File: src/rtl/log_pkg.sv
// log_pkg
//   Shared definitions for the debug-log RAM sequencer: log data selector
//   codes, controller state encoding and the coefficient burst length.
package log_pkg;

    // Log data selector codes (i_data_selec_for_log)
    localparam int SEL_FSE   = 0;
    localparam int SEL_SLCR  = 1;
    localparam int SEL_COEFF = 2;
    localparam int SEL_ERR   = 3;

    // 176-bit coefficient sample (88 b I + 88 b Q) split into 32-bit words
    localparam int COEFF_WORDS = 6;

    typedef enum logic [1:0] {
        ST_IDLE    = 2'd0,
        ST_CAPTURE = 2'd1,
        ST_DONE    = 2'd2
    } log_state_e;

endpackage

File: src/rtl/coeff_burst_cnt.sv
// coeff_burst_cnt
//   Word counter for one coefficient burst. A start pulse opens a window of
//   WORDS cycles in which act_o is high and idx_o steps 0..WORDS-1.
//   Ports:
//     clk_i, rst_ni  clock, async active-low reset
//     start_i        launch a burst (ignored by the caller while act_o is high)
//     act_o          a burst word is presented this cycle
//     more_o         the burst still has words after the current one
//     idx_o          word index of the current burst word (0 when idle)
module coeff_burst_cnt
    import log_pkg::*;
#(
    parameter int WORDS = COEFF_WORDS
) (
    input  logic       clk_i,
    input  logic       rst_ni,
    input  logic       start_i,
    output logic       act_o,
    output logic       more_o,
    output logic [2:0] idx_o
);

    localparam logic [2:0] LAST = 3'(WORDS - 1);

    logic       act_q, act_d;
    logic [2:0] idx_q, idx_d;

    always_comb begin
        act_d = act_q;
        idx_d = idx_q;
        if (start_i) begin
            act_d = 1'b1;
            idx_d = 3'd0;
        end else if (act_q) begin
            if (idx_q == LAST) begin
                act_d = 1'b0;
                idx_d = 3'd0;   // idle index reads as 0 on the data mux select
            end else begin
                idx_d = idx_q + 3'd1;
            end
        end
    end

    always_ff @(posedge clk_i or negedge rst_ni) begin
        if (!rst_ni) begin
            act_q <= 1'b0;
            idx_q <= 3'd0;
        end else begin
            act_q <= act_d;
            idx_q <= idx_d;
        end
    end

    assign act_o  = act_q;
    assign more_o = act_q && (idx_q != LAST);
    assign idx_o  = idx_q;

endmodule

File: src/rtl/log_ram_sequencer.sv
// log_ram_sequencer
//   Arms, captures and closes a debug data log in the logging RAM, and serves
//   register-file reads of the RAM while no capture is running.
//   Ports:
//     i_clock, i_reset          clock, async active-low reset
//     i_start, i_stop           arm / abort pulses from the register file
//     i_data_selec_for_log      log source, sampled on i_start
//     i_enbl_rate_two/_one      BR*2 / BR sample strobes
//     i_rd_req, i_rd_adrs       read request (level) and address
//     o_wr_en, o_wr_adrs        RAM write port
//     o_word_sel                coefficient word slice for the data mux
//     o_sel_latched             selector held for the capture
//     o_rd_en, o_rd_adrs        RAM read port; o_rd_valid one cycle later
//     o_busy, o_done            capture running / closed (sticky)
//     o_overrun                 sticky: coefficient strobe dropped
//     o_sel_err                 pulse: invalid selector on i_start
//     o_word_count              words written in the last/current capture
module log_ram_sequencer
    import log_pkg::*;
#(
    parameter int NB_ADDR     = 15,
    parameter int NB_SEL      = 3,
    parameter int COEFF_WORDS = log_pkg::COEFF_WORDS
) (
    input  logic               i_clock,
    input  logic               i_reset,
    input  logic               i_start,
    input  logic               i_stop,
    input  logic [NB_SEL-1:0]  i_data_selec_for_log,
    input  logic               i_enbl_rate_two,
    input  logic               i_enbl_rate_one,
    input  logic               i_rd_req,
    input  logic [NB_ADDR-1:0] i_rd_adrs,
    output logic               o_wr_en,
    output logic [NB_ADDR-1:0] o_wr_adrs,
    output logic [2:0]         o_word_sel,
    output logic [NB_SEL-1:0]  o_sel_latched,
    output logic               o_rd_en,
    output logic [NB_ADDR-1:0] o_rd_adrs,
    output logic               o_rd_valid,
    output logic               o_busy,
    output logic               o_done,
    output logic               o_overrun,
    output logic               o_sel_err,
    output logic [NB_ADDR:0]   o_word_count
);

    localparam logic [NB_ADDR:0] DEPTH = {1'b1, {NB_ADDR{1'b0}}};
    localparam logic [NB_ADDR:0] LAST  = {1'b0, {NB_ADDR{1'b1}}};
    localparam logic [NB_ADDR:0] ONE   = 1;
    localparam logic [NB_ADDR:0] CW    = COEFF_WORDS[NB_ADDR:0];

    log_state_e         state_q;
    logic [NB_ADDR:0]   cnt_q;          // next write address == words written
    logic [NB_ADDR-1:0] wr_adrs_q, rd_adrs_q;
    logic [NB_SEL-1:0]  sel_q;
    logic               wr_en_q, rd_en_q, rd_valid_q, ovr_q, sel_err_q, stop_pend_q;

    logic       capturing, is_coeff, strobe, room_ok, launch, issue;
    logic       b_act, b_more;
    logic [2:0] b_idx;

    assign capturing = (state_q == ST_CAPTURE);
    assign is_coeff  = (sel_q == NB_SEL'(SEL_COEFF));
    assign room_ok   = (DEPTH - cnt_q) >= CW;

    always_comb begin
        strobe = i_enbl_rate_one;
        if (sel_q == NB_SEL'(SEL_FSE) || sel_q == NB_SEL'(SEL_SLCR))
            strobe = i_enbl_rate_two;
    end

    // A stop arriving with a coefficient strobe wins: no new burst is opened.
    assign launch = capturing && is_coeff && strobe && !b_act && room_ok
                    && !i_stop && !stop_pend_q;
    // One RAM word goes out on the edge after issue is high.
    assign issue  = capturing && (is_coeff ? (launch || b_more) : strobe);

    coeff_burst_cnt #(
        .WORDS (COEFF_WORDS)
    ) u_burst (
        .clk_i   (i_clock),
        .rst_ni  (i_reset),
        .start_i (launch),
        .act_o   (b_act),
        .more_o  (b_more),
        .idx_o   (b_idx)
    );

    always_ff @(posedge i_clock or negedge i_reset) begin
        if (!i_reset) begin
            state_q     <= ST_IDLE;
            cnt_q       <= '0;
            wr_adrs_q   <= '0;
            rd_adrs_q   <= '0;
            sel_q       <= '0;
            wr_en_q     <= 1'b0;
            rd_en_q     <= 1'b0;
            rd_valid_q  <= 1'b0;
            ovr_q       <= 1'b0;
            sel_err_q   <= 1'b0;
            stop_pend_q <= 1'b0;
        end else begin
            wr_en_q    <= issue;
            sel_err_q  <= 1'b0;
            rd_en_q    <= i_rd_req && !capturing;
            rd_adrs_q  <= i_rd_adrs;
            rd_valid_q <= rd_en_q;
            if (issue) begin
                wr_adrs_q <= cnt_q[NB_ADDR-1:0];
                cnt_q     <= cnt_q + ONE;
            end
            case (state_q)
                ST_IDLE, ST_DONE: begin
                    if (i_start) begin
                        if (i_data_selec_for_log <= NB_SEL'(SEL_ERR)) begin
                            state_q     <= ST_CAPTURE;
                            cnt_q       <= '0;
                            ovr_q       <= 1'b0;
                            stop_pend_q <= 1'b0;
                            sel_q       <= i_data_selec_for_log;
                        end else begin
                            sel_err_q <= 1'b1;
                        end
                    end
                end
                ST_CAPTURE: begin
                    if (is_coeff && strobe && b_act)
                        ovr_q <= 1'b1;
                    if (issue && cnt_q == LAST) begin
                        state_q <= ST_DONE;         // last RAM location written
                    end else if (is_coeff) begin
                        if (strobe && !b_act && !room_ok && !i_stop)
                            state_q <= ST_DONE;     // a burst would not fit
                        else if (i_stop || stop_pend_q) begin
                            // let the running burst drain before closing
                            if (b_more) stop_pend_q <= 1'b1;
                            else        state_q     <= ST_DONE;
                        end
                    end else if (i_stop) begin
                        state_q <= ST_DONE;
                    end
                end
                default: state_q <= ST_IDLE;
            endcase
        end
    end

    assign o_wr_en       = wr_en_q;
    assign o_wr_adrs     = wr_adrs_q;
    assign o_word_sel    = b_idx;
    assign o_sel_latched = sel_q;
    assign o_rd_en       = rd_en_q;
    assign o_rd_adrs     = rd_adrs_q;
    assign o_rd_valid    = rd_valid_q;
    assign o_busy        = (state_q == ST_CAPTURE);
    assign o_done        = (state_q == ST_DONE);
    assign o_overrun     = ovr_q;
    assign o_sel_err     = sel_err_q;
    assign o_word_count  = cnt_q;

endmodule
File: config.mk
export PLATFORM = sky130hd
export DESIGN_NAME = log_ram_sequencer
export DESIGN_NICKNAME = d
export VERILOG_FILES = /design/src/rtl/log_pkg.sv /design/src/rtl/coeff_burst_cnt.sv /design/src/rtl/log_ram_sequencer.sv
export SDC_FILE = /design/constraint.sdc
export NUM_CORES = 1
export LEC_CHECK = 0
export CAP_MARGIN = 25
export CORE_UTILIZATION = 59
export CTS_BUF_LIST = sky130_fd_sc_hd__clkbuf_8
export CTS_CLUSTER_SIZE = 28
export DETAILED_ROUTE_END_ITERATION = 8
export DONT_BUFFER_PORTS = 1
export PLACE_DENSITY = 0.78
export SLEW_MARGIN = 40
export SYNTH_ARGS = -nofsm -noshare
export SYNTH_HDL_FRONTEND = slang
export SYNTH_SLANG_ARGS = --single-unit
File: constraint.sdc
create_clock -name i_clock -period 3.14 [get_ports i_clock]
set_input_delay 0.157 -clock i_clock [delete_from_list [all_inputs] [get_ports i_clock]]
set_output_delay 0.157 -clock i_clock [all_outputs]
set_load 0.01 [all_outputs]
==> results of run 1 <==
-- power breakdown --
group | internal (mW) | leakage (nW) | total, mW | switching (mW)
Sequential | 0.872 | 0.797 | 0.975 | 0.103
Clock | 0.329 | 0.0917 | 0.651 | 0.322
Combinational | 0.272 | 0.715 | 0.581 | 0.308
-- timing repair --
item,4_1_cts,5_1_grt
pin swaps,1,2
hold buffers,24,0
setup endpoints to repair,7,16
resized for setup,1,7
cloned,0,1
hold endpoints to repair,82,0
setup buffers,1,0
-- cell usage in the layout, fill, tap and decap left out, types with 6 or more instances in the layout --
cell type / instances
o21ai_0: 12
o31ai_1: 8
or4_1: 10
nand2_1: 23
buf_4: 24
nor2_1: 13
dfrtp_1: 60
clkbuf_8: 11
dlygate4sd3_1: 23
a21oi_1: 12
nor3_1: 14
inv_1: 6
mux2_2: 7
nand3_1: 12
-- final timing paths --
kind	startpoint	slack (ns)	to
max	o_word_count[0]	0.11	o_wr_adrs[10]
min	i_data_selec_for_log[2]	0.06	o_sel_latched[1]
max reg2reg	o_word_count[0]	0.11	o_wr_adrs[10]
min reg2reg	o_rd_en	0.45	o_rd_valid
max in group asynchronous	i_reset	2.55	o_word_count[0]
min in group asynchronous	i_reset	0.33	o_rd_adrs[5]
-- tightest hold or removal path: cells and delay by family --
family | cells | cell delay [ns]
AND/OR/NAND/NOR | 3 | 0.20
-- cells by family after synthesis --
| group | count (synthesis) | share of synthesized area, % |
|---|---|---|
| AND/OR/NAND/NOR | 108 | 20.36 |
| buffers and inverters | 25 | 4.318 |
| XOR/XNOR | 2 | 0.5928 |
| adder cells (fa/ha/maj) | 3 | 1.270 |
| AO/OA/AOI/OAI | 63 | 15.37 |
| flip-flops | 61 | 51.65 |
| multiplexers | 16 | 6.435 |
-- per-stage QoR --
step	power, mW	hold slack [ns]	cell area (um^2)	worst slack (ns)	std cells
2_1_floorplan	1.354	-0.1386	2957	0.01625	278
3_3_place_gp	1.465	-0.1376	3115	0.06965	351
3_5_place_dp	1.479	-0.1377	3115	0.01866	351
4_1_cts	2.174	0.04017	3568	0.01881	392
5_1_grt	2.336	0.06294	3602	0.001880	393
6_report	2.206	0.05609	3602	0.1084	393
-- metal layers --
metal	vias to the layer above	wire length [um]	global-route usage [%]
met5	-	0	0
met4	0	179	13.73
met3	19	509	9.392
met2	100	3774	49.64
met1	1211	3090	40.75
li1	1114	-	-
-- cell type report --
class	instances	area, um^2	area share (%)
clock buffers	11	151.4	4.203
clock inverters	5	33.78	0.9378
inverters	8	30.03	0.8336
multi-input cells	193	1338	37.13
flip-flops and latches	61	1528	42.41
well taps	67	83.83	2.327
repair buffers	48	437.9	12.16
-- cells in the mapped netlist, types with 2 or more instances --
cell type	number	share of area (%)
buf_6	2	0.76
and3_1	2	0.42
nor2_1	13	1.7
a21o_1	4	1.0
nor4_1	4	0.85
nor3_1	14	2.4
ha_1	3	1.3
nand3_1	12	2.0
and2_1	5	1.1
mux2_2	8	3.0
o211ai_1	3	0.76
o21ai_1	4	0.68
clkbuf_1	12	1.5
or3_1	4	0.85
nand2b_1	4	0.85
mux2i_1	4	1.4
nor2b_1	3	0.64
dfrtp_1	61	52
a211oi_1	2	0.51
o21ai_0	12	2.0
xnor2_1	2	0.59
nand2_1	23	2.9
nand4_1	5	1.1
buf_2	2	0.34
a21oi_1	12	2.0
a32o_1	2	0.68
inv_1	8	1.0
a31oi_1	2	0.42
o31ai_1	8	2.0
nor3b_1	3	0.76
or4_1	10	2.5
mux2_4	4	2.0
-- state kept, by name (all words and copies together) (netlist names) --
signal and count:
o_wr_en 1, o_rd_en 1, u_burst.act_o 1, o_sel_err 1, o_word_count 16, o_sel_latched 3, state_q 2, u_burst.idx_o 3
o_rd_adrs 15, o_rd_valid 1, o_wr_adrs 15, stop_pend_q 1, o_overrun 1
==> results.ini, run 1 <==
[status]
status = completed

[global_routing]
first_global_vias = 2389
grt_pass1_wl_mm = 12.26
grt-ovfl-total = 0
grt_util_all_layers_pct = 31.59
antenna_found_initial = 0
grt_max_degree = 62

[setup_path]
slowest_stage = or4b_4
crit_required_ns = 3.37
start_kind = flip-flop
critical_path_class = reg -> reg
worst-path-max-fanout = 6
cp.depth = 9
path_cells = inv_2, ha_4, or4b_4, or4b_1, a32o_2, a21o_1, o21a_4, nor2_4, mux2_4
path_buf_inv = 1
max_stage_delay_ns = 0.48
cp-end-kind = flip-flop
cp.arrival_ns = 3.26
rr_worst_depth = 9
critPathTopFamily = simple AND/OR/NAND/NOR gates

[hold_path]
holdPathStages = 3
hold_class = in -> reg

[timing]
maxSlewHeadroom_pct = 61.17
setup-violations-final = 0
tightestPinTransition_ns = 0.5780
rsz0062_at_grt = false
hold_violations = 0
final.setup.tns_ns = 0
maxSlewViolCount = 0
fin_crit_sh_pct = 96.55
max_freq_mhz = 329.9
finalClockSkew_ns = 0.01126
period_needed_ns = 3.032

[clock_tree]
clk_pin_slew_worst_paths_ns = 0.07
cts_root_buffer = clkbuf_8
clock_path_buffers = 2
clock_latency_ns = 0.35
cts_sinks = 61
cts_buffers = 9
tritoncts = done
cts_max_level = 3

[final_layout]
areaGrowthSynthToFinish_pct = 21.89
final_core_util_pct = 75.27
final_nets = 349
n_antenna_cell = 0
fillCellCount = 333
drive_above_1_share_pct = 20.55

[routing]
drtPass1Iterations = 4
antenna_left = 0
wl_mm = 7.553
drtIter0Drc = 179
drc = 0
wl_per_cell_um = 19.22
viasPerCell = 6.219
routed-via-count = 2444

[power_and_ir_drop]
vdd.ir_drop.worst_mv = 0.3660
pwr_density_cell_nw_per_um2 = 612.4
p_leak_nw = 1.604

[die]
core_um2 = 4786
dieWidth_um = 72.78
die_h_um = 72.78
core.rowCount = 25
die_area_um2 = 5296
initial_utilization_pct = 61.75
ios = 84

[placement]
port_buffers = 0
hpwl_mm = 4.736
gp_congestion = 0.9008

[synthesis]
synth_enable_flop_cells = 0
netlist_area_um2 = 2955
synth-seq-area-share_pct = 51.65
avgSynthCellArea_um2 = 10.63
synth_cell_types = 53
async_flop_share_pct = 100.0
ys.flop_type = dfrtp_1
synth_cells = 278
syn-num-nets = 306
synth_seq_cells = 61
ys_warn_count = 0

[run]
max_cap_violations = 0

(Power assumes the default switching activity.)
==> run 2: changes to the inputs <==
--- a/config.mk
+++ b/config.mk
@@ -6,12 +6,12 @@
 export NUM_CORES = 1
 export LEC_CHECK = 0
 export CAP_MARGIN = 25
-export CORE_UTILIZATION = 59
+export CORE_UTILIZATION = 60
 export CTS_BUF_LIST = sky130_fd_sc_hd__clkbuf_8
 export CTS_CLUSTER_SIZE = 28
 export DETAILED_ROUTE_END_ITERATION = 8
 export DONT_BUFFER_PORTS = 1
-export PLACE_DENSITY = 0.78
+export PLACE_DENSITY = 0.76
 export SLEW_MARGIN = 40
 export SYNTH_ARGS = -nofsm -noshare
 export SYNTH_HDL_FRONTEND = slang
==> constraint.sdc (replaced) <==
create_clock -name i_clock -period 3.4 [get_ports i_clock]
set_input_delay 0.17 -clock i_clock [delete_from_list [all_inputs] [get_ports i_clock]]
set_output_delay 0.17 -clock i_clock [all_outputs]
set_load 0.01 [all_outputs]
==> run 2 against run 1 <==
  * Register-to-register slack improved by 0.10 ns
  * Non-clock buffer count fell by 10
  * Wire length shrank 6.5%
  * Fmax down 4.9%
  * Die area decreased by 1.6%
  * Worst setup slack better by 0.10 ns
  * Cell area is 3.0% lower
  * Largest cell class unchanged
==> results.ini, run 2 (same netlist as run 1, synthesis figures left out) <==
[status]
status = completed  ; unchanged

[clock_tree]
tritoncts = done  ; unchanged
cts_sinks = 61  ; unchanged
cts_root_buffer = clkbuf_8  ; unchanged
clock_latency_ns = 0.34  ; was 0.35 ns
clk_pin_slew_worst_paths_ns = 0.08  ; was 0.07 ns
cts_setup_buffers = 0  ; was 1
clock_path_buffers = 2  ; unchanged
cts_buffers = 9  ; unchanged
cts_max_level = 3  ; unchanged

[final_layout]
final_nets = 338  ; was 349
final_cell_area_um2 = 3495  ; was 3602 um^2
largest_reg_flops = 16  ; unchanged
drive_above_1_share_pct = 16.51  ; was 20.55%
final_common_cell = dfrtp_1  ; unchanged
areaGrowthSynthToFinish_pct = 18.25  ; was 21.89%
n_antenna_cell = 0  ; unchanged
final_cell_mix = dfrtp_1, nand2_1, dlygate4sd3_1, buf_4  ; was dfrtp_1, buf_4, nand2_1, dlygate4sd3_1, nor3_1

[setup_path]
rr_worst_depth = 9  ; unchanged
start_kind = flip-flop  ; unchanged
path_cells = inv_1, ha_1, or4b_4, or4b_1, a32o_1, a21o_1, o21a_1, nor2_8, mux2_2  ; was inv_2, ha_4, or4b_4, or4b_1, a32o_2, a21o_1, o21a_4, nor2_4, mux2_4
slowest_stage = or4b_4  ; unchanged
crit_required_ns = 3.62  ; was 3.37 ns
cp.depth = 9  ; unchanged
critical_path_class = reg -> reg  ; unchanged
critPathTopFamily = simple AND/OR/NAND/NOR gates  ; unchanged
path_buf_inv = 1  ; unchanged
cp.arrival_ns = 3.41  ; was 3.26 ns
worst-path-max-fanout = 17  ; was 6
max_stage_delay_ns = 0.50  ; was 0.48 ns
cp-startpoint = o_word_count[0]  ; unchanged
r2r_start = o_word_count[0]  ; unchanged
cp-end-kind = flip-flop  ; unchanged

[placement]
hpwl_mm = 4.726  ; was 4.736 mm
gp_congestion = 0.9480  ; was 0.9008
place_area_um2 = 3065  ; was 3115 um^2
port_buffers = 0  ; unchanged

[die]
die_h_um = 72.18  ; was 72.78 um
initial_utilization_pct = 62.57  ; was 61.75%
core.rowCount = 25  ; unchanged
die_area_um2 = 5210  ; was 5296 um^2
core_um2 = 4723  ; was 4786 um^2
ios = 84  ; unchanged
dieWidth_um = 72.18  ; was 72.78 um

[hold_path]
hold_class = in -> reg  ; unchanged
holdPathStages = 3  ; unchanged
hp-start = i_data_selec_for_log[2]  ; unchanged

[global_routing]
grt_max_degree = 62  ; unchanged
grt_util_met1_pct = 35.93  ; was 40.75%
first_global_vias = 2237  ; was 2389
busiest_layer = met2  ; unchanged
grt-ovfl-total = 0  ; unchanged
use_met2_pct = 46.31  ; was 49.64%
met3_usage_pct = 7.083  ; was 9.392%
grt_pass1_wl_mm = 11.10  ; was 12.26 mm
grt_util_all_layers_pct = 28.30  ; was 31.59%
antenna_found_initial = 0  ; unchanged

[timing]
rsz0062_at_grt = false  ; unchanged
maxSlewHeadroom_pct = 52.65  ; was 61.17%
finalClockSkew_ns = 0.009694  ; was 0.01126 ns
final.setup.tns_ns = 0  ; unchanged
setup-violations-final = 0  ; unchanged
hold_violations = 0  ; unchanged
maxSlewViolCount = 0  ; unchanged
fin_crit_sh_pct = 93.75  ; was 96.55%
max_freq_mhz = 313.7  ; was 329.9 MHz
tightestPinTransition_ns = 0.7087  ; was 0.5780 ns
period_needed_ns = 3.187  ; was 3.032 ns

[routing]
wl_mm = 7.061  ; was 7.553 mm
drc = 0  ; unchanged
drtPass1Iterations = 6  ; was 4
viasPerCell = 6.348  ; was 6.219
routed-via-count = 2425  ; was 2444
antenna_left = 0  ; unchanged
wl_per_cell_um = 18.48  ; was 19.22 um
drtIter0Drc = 140  ; was 179

[power_and_ir_drop]
pwr_density_cell_nw_per_um2 = 568.0  ; was 612.4 nW/um^2
p_total_mw = 1.985  ; was 2.206 mW
p_leak_nw = 1.533  ; was 1.604 nW
vdd.ir_drop.worst_mv = 0.3097  ; was 0.3660 mV

[run]
max_cap_violations = 0  ; unchanged

-- run 2: changes by cell type in the layout (fill, tap and decap cells not counted), sizes merged --
cell / previous run / this run
buf: 25 / 16
dlygate4sd3: 23 / 22
inv: 9 / 11
nor2: 15 / 14
clkinvlp: 2 / 3
clkinv: 2 / 1
clkbuf: 11 / 9
-- run 2: layout make-up --
type | count | area (um^2)
Clock buffer | 9 | 123.9
Clock inverter | 7 | 57.56
Fill cell | 322 | 1229
Inverter | 8 | 30.03
Multi-Input combinational cell | 192 | 1313
Sequential cell | 61 | 1526
Tap cell | 67 | 83.83
Timing Repair Buffer | 38 | 360.3
-- run 2: per-layer routing --
layer  vias up  share of wire [%]
met2       115                 50
met1      1191                 42
met4         0                2.1
met5         -                  0
met3        21                6.2
li1       1098                  -
-- run 2: worst paths after layout --
| check | to | slack (ns) |
|---|---|---|
| min in group asynchronous | o_rd_adrs[7] | 0.37 |
| max | o_wr_adrs[6] | 0.21 |
| max reg2reg | o_wr_adrs[6] | 0.21 |
| max in group asynchronous | u_burst.act_o | 2.76 |
| min reg2reg | o_rd_valid | 0.44 |
| min | o_sel_latched[0] | 0.04 |
-- run 2: repair_timing --
item / CTS / global route
endpoints found under the hold margin: 82 / 0
hold buffers: 23 / 0
resized for setup: 0 / 0
-- run 2: tightest hold or removal path, stage by stage --
cell	delay [ns]
nor3_4	0.06
nand2_1	0.08
nand2_1	0.04
-- run 2: metrics by stage --
step	utilization [%]	hold WS, ns	instances	setup slack, ns
global placement	64.77	-0.1245	343	0.3111
global route	73.99	0.04857	382	0.07435
detailed placement	64.90	-0.1245	343	0.2153
CTS	73.99	0.04241	382	0.2052
finish	73.99	0.04196	382	0.2127
floorplan	-	-0.1256	278	0.2585
-- run 2: where the power goes --
part	leakage, nW	internal, mW	switching [mW]
combinational	0.651	0.217	0.274
clock	0.0829	0.272	0.315
sequential	0.799	0.804	0.102
total	1.53	1.29	0.692
==> run 3: changes to the inputs <==
--- a/config.mk
+++ b/config.mk
@@ -6,6 +6,7 @@
 export NUM_CORES = 1
 export LEC_CHECK = 0
 export CAP_MARGIN = 25
+export CORE_MARGIN = 2
 export CORE_UTILIZATION = 60
 export CTS_BUF_LIST = sky130_fd_sc_hd__clkbuf_8
 export CTS_CLUSTER_SIZE = 28
==> run 3 against run 2 <==
  * Non-clock buffer count is 1 lower
  * Hold slack got worse by 0.010 ns
  * Sequential share of layout area shrank 0.19 points
  * Wire length rose by 2.8%
  * Total power increased by 3.7%
  * Critical endpoint is now o_wr_adrs[5]
  * Highest routed layer unchanged
  * Critical path type unchanged
  * Via count fell by 2.6%
  * Count of clock-buffer cells in the layout unchanged
  * Fmax grew 0.73%
  * First-iteration DRC count grew 21%
==> results.ini, run 3 (same netlist as run 1, synthesis figures left out) <==
[timing]
fin_crit_sh_pct = 93.06  ; was 93.75%
rsz0062_at_grt = false  ; unchanged
max_freq_mhz = 316.0  ; was 313.7 MHz
final.setup.tns_ns = 0  ; unchanged
tightestPinTransition_ns = 0.6838  ; was 0.7087 ns
period_needed_ns = 3.164  ; was 3.187 ns
maxSlewViolCount = 0  ; unchanged
maxSlewHeadroom_pct = 54.31  ; was 52.65%
hold_violations = 0  ; unchanged
finalClockSkew_ns = 0.01361  ; was 0.009694 ns
setup-violations-final = 0  ; unchanged

[global_routing]
grt_max_degree = 62  ; unchanged
first_global_vias = 2267  ; was 2237
grt_pass1_wl_mm = 11.15  ; was 11.10 mm
grt_util_all_layers_pct = 27.57  ; was 28.30%
antenna_found_initial = 0  ; unchanged
grt-ovfl-total = 0  ; unchanged

[final_layout]
final_cell_area_um2 = 3510  ; was 3495 um^2
drive_above_1_share_pct = 16.24  ; was 16.51%
final_nets = 337  ; was 338
n_antenna_cell = 0  ; unchanged
fillCellCount = 327  ; was 322
final_common_cell = dfrtp_1  ; unchanged
areaGrowthSynthToFinish_pct = 18.76  ; was 18.25%
largest_reg_flops = 16  ; unchanged
final_cell_mix = dfrtp_1, nand2_1, dlygate4sd3_1, buf_4  ; unchanged

[clock_tree]
clk_pin_slew_worst_paths_ns = 0.07  ; was 0.08 ns
clock_latency_ns = 0.35  ; was 0.34 ns
tritoncts = done  ; unchanged
clock_path_buffers = 2  ; unchanged
cts_root_buffer = clkbuf_8  ; unchanged
cts_buffers = 9  ; unchanged
cts_max_level = 3  ; unchanged
cts_sinks = 61  ; unchanged

[routing]
wl_mm = 7.261  ; was 7.061 mm
drtPass1Iterations = 4  ; was 6
viasPerCell = 6.199  ; was 6.348
routed-via-count = 2362  ; was 2425
wl_per_cell_um = 19.06  ; was 18.48 um
antenna_left = 0  ; unchanged
drtIter0Drc = 169  ; was 140
drc = 0  ; unchanged

[run]
max_cap_violations = 0  ; unchanged

[power_and_ir_drop]
vdd.ir_drop.worst_mv = 0.3357  ; was 0.3097 mV
p_total_mw = 2.058  ; was 1.985 mW
pwr_density_cell_nw_per_um2 = 586.5  ; was 568.0 nW/um^2
p_leak_nw = 1.542  ; was 1.533 nW

[setup_path]
critPathTopFamily = simple AND/OR/NAND/NOR gates  ; unchanged
start_kind = flip-flop  ; unchanged
crit_required_ns = 3.63  ; was 3.62 ns
slowest_stage = or4b_4  ; unchanged
path_buf_inv = 1  ; unchanged
cp-end-kind = flip-flop  ; unchanged
worst-path-max-fanout = 17  ; unchanged
path_cells = inv_1, ha_1, or4b_4, or4b_1, a32o_1, a21o_1, o21a_1, nor2_8, mux2_2  ; unchanged
cp.arrival_ns = 3.40  ; was 3.41 ns
critical_path_class = reg -> reg  ; unchanged
max_stage_delay_ns = 0.50  ; about the same

[status]
status = completed  ; unchanged

[placement]
hpwl_mm = 4.687  ; was 4.726 mm
gp_congestion = 0.9269  ; was 0.9480
place_area_um2 = 3058  ; was 3065 um^2
port_buffers = 0  ; unchanged

[die]
initial_utilization_pct = 62.57  ; unchanged
die_h_um = 74.18  ; was 72.18 um
dieWidth_um = 74.18  ; was 72.18 um
core_um2 = 4723  ; unchanged
ios = 84  ; unchanged
core.rowCount = 25  ; unchanged
die_area_um2 = 5503  ; was 5210 um^2

[hold_path]
hold_class = in -> reg  ; unchanged

[run 3: cell type report]
class / instances / area, um^2 / area share, %
well taps: 67 / 83.83 / 2.389
flip-flops and latches: 61 / 1526 / 43.49
repair buffers: 37 / 352.8 / 10.05
multi-input cells: 192 / 1313 / 37.40
clock inverters: 7 / 80.08 / 2.282
inverters: 8 / 30.03 / 0.8556
clock buffers: 9 / 123.9 / 3.529
[run 3: worst paths after layout]
| path | startpoint | endpoint | slack, ns | cells past startpoint |
|---|---|---|---|---|
| hold reg to reg | o_rd_en | o_rd_valid | 0.44 | 0 |
| setup / recovery | o_word_count[0] | o_wr_adrs[5] | 0.24 | 9 |
| max in group asynchronous | i_reset | o_word_count[14] | 2.78 | 2 |
| setup reg to reg | o_word_count[0] | o_wr_adrs[5] | 0.24 | 9 |
| min in group asynchronous | i_reset | o_rd_adrs[8] | 0.36 | 2 |
| hold / removal | i_data_selec_for_log[2] | o_word_count[11] | 0.03 | 2 |
[run 3: report_power, final]
group / switching [mW] / internal (mW)
clock: 0.317 / 0.348
sequential: 0.103 / 0.804
combinational: 0.270 / 0.217
total: 0.690 / 1.37
[run 3: timing repair]
action | CTS | global route
gates resized for setup | 0 | 0
hold buffers | 23 | 0
endpoints found under the hold margin | 82 | 0
buffers inserted | 0 | 0
[run 3: layer usage]
layer	vias up	track usage [%]	share of wire [%]
met4	0	14.34	0.90
li1	1088	-	-
met2	92	45.04	49
met1	1174	34.07	42
met3	8	6.640	7.2
met5	-	0	0
[run 3: metrics by stage]
| step | utilization (%) | std cells | hold slack (ns) | setup slack [ns] |
|---|---|---|---|---|
| final | 74.30 | 381 | 0.03182 | 0.2359 |
| after global placement | 64.61 | 342 | -0.1244 | 0.3160 |
| after CTS | 74.30 | 381 | 0.02053 | 0.2241 |
| after global routing | 74.30 | 381 | 0.05595 | 0.08889 |
| after floorplan | - | 278 | -0.1256 | 0.2585 |
| after detailed placement | 64.74 | 342 | -0.1243 | 0.2478 |
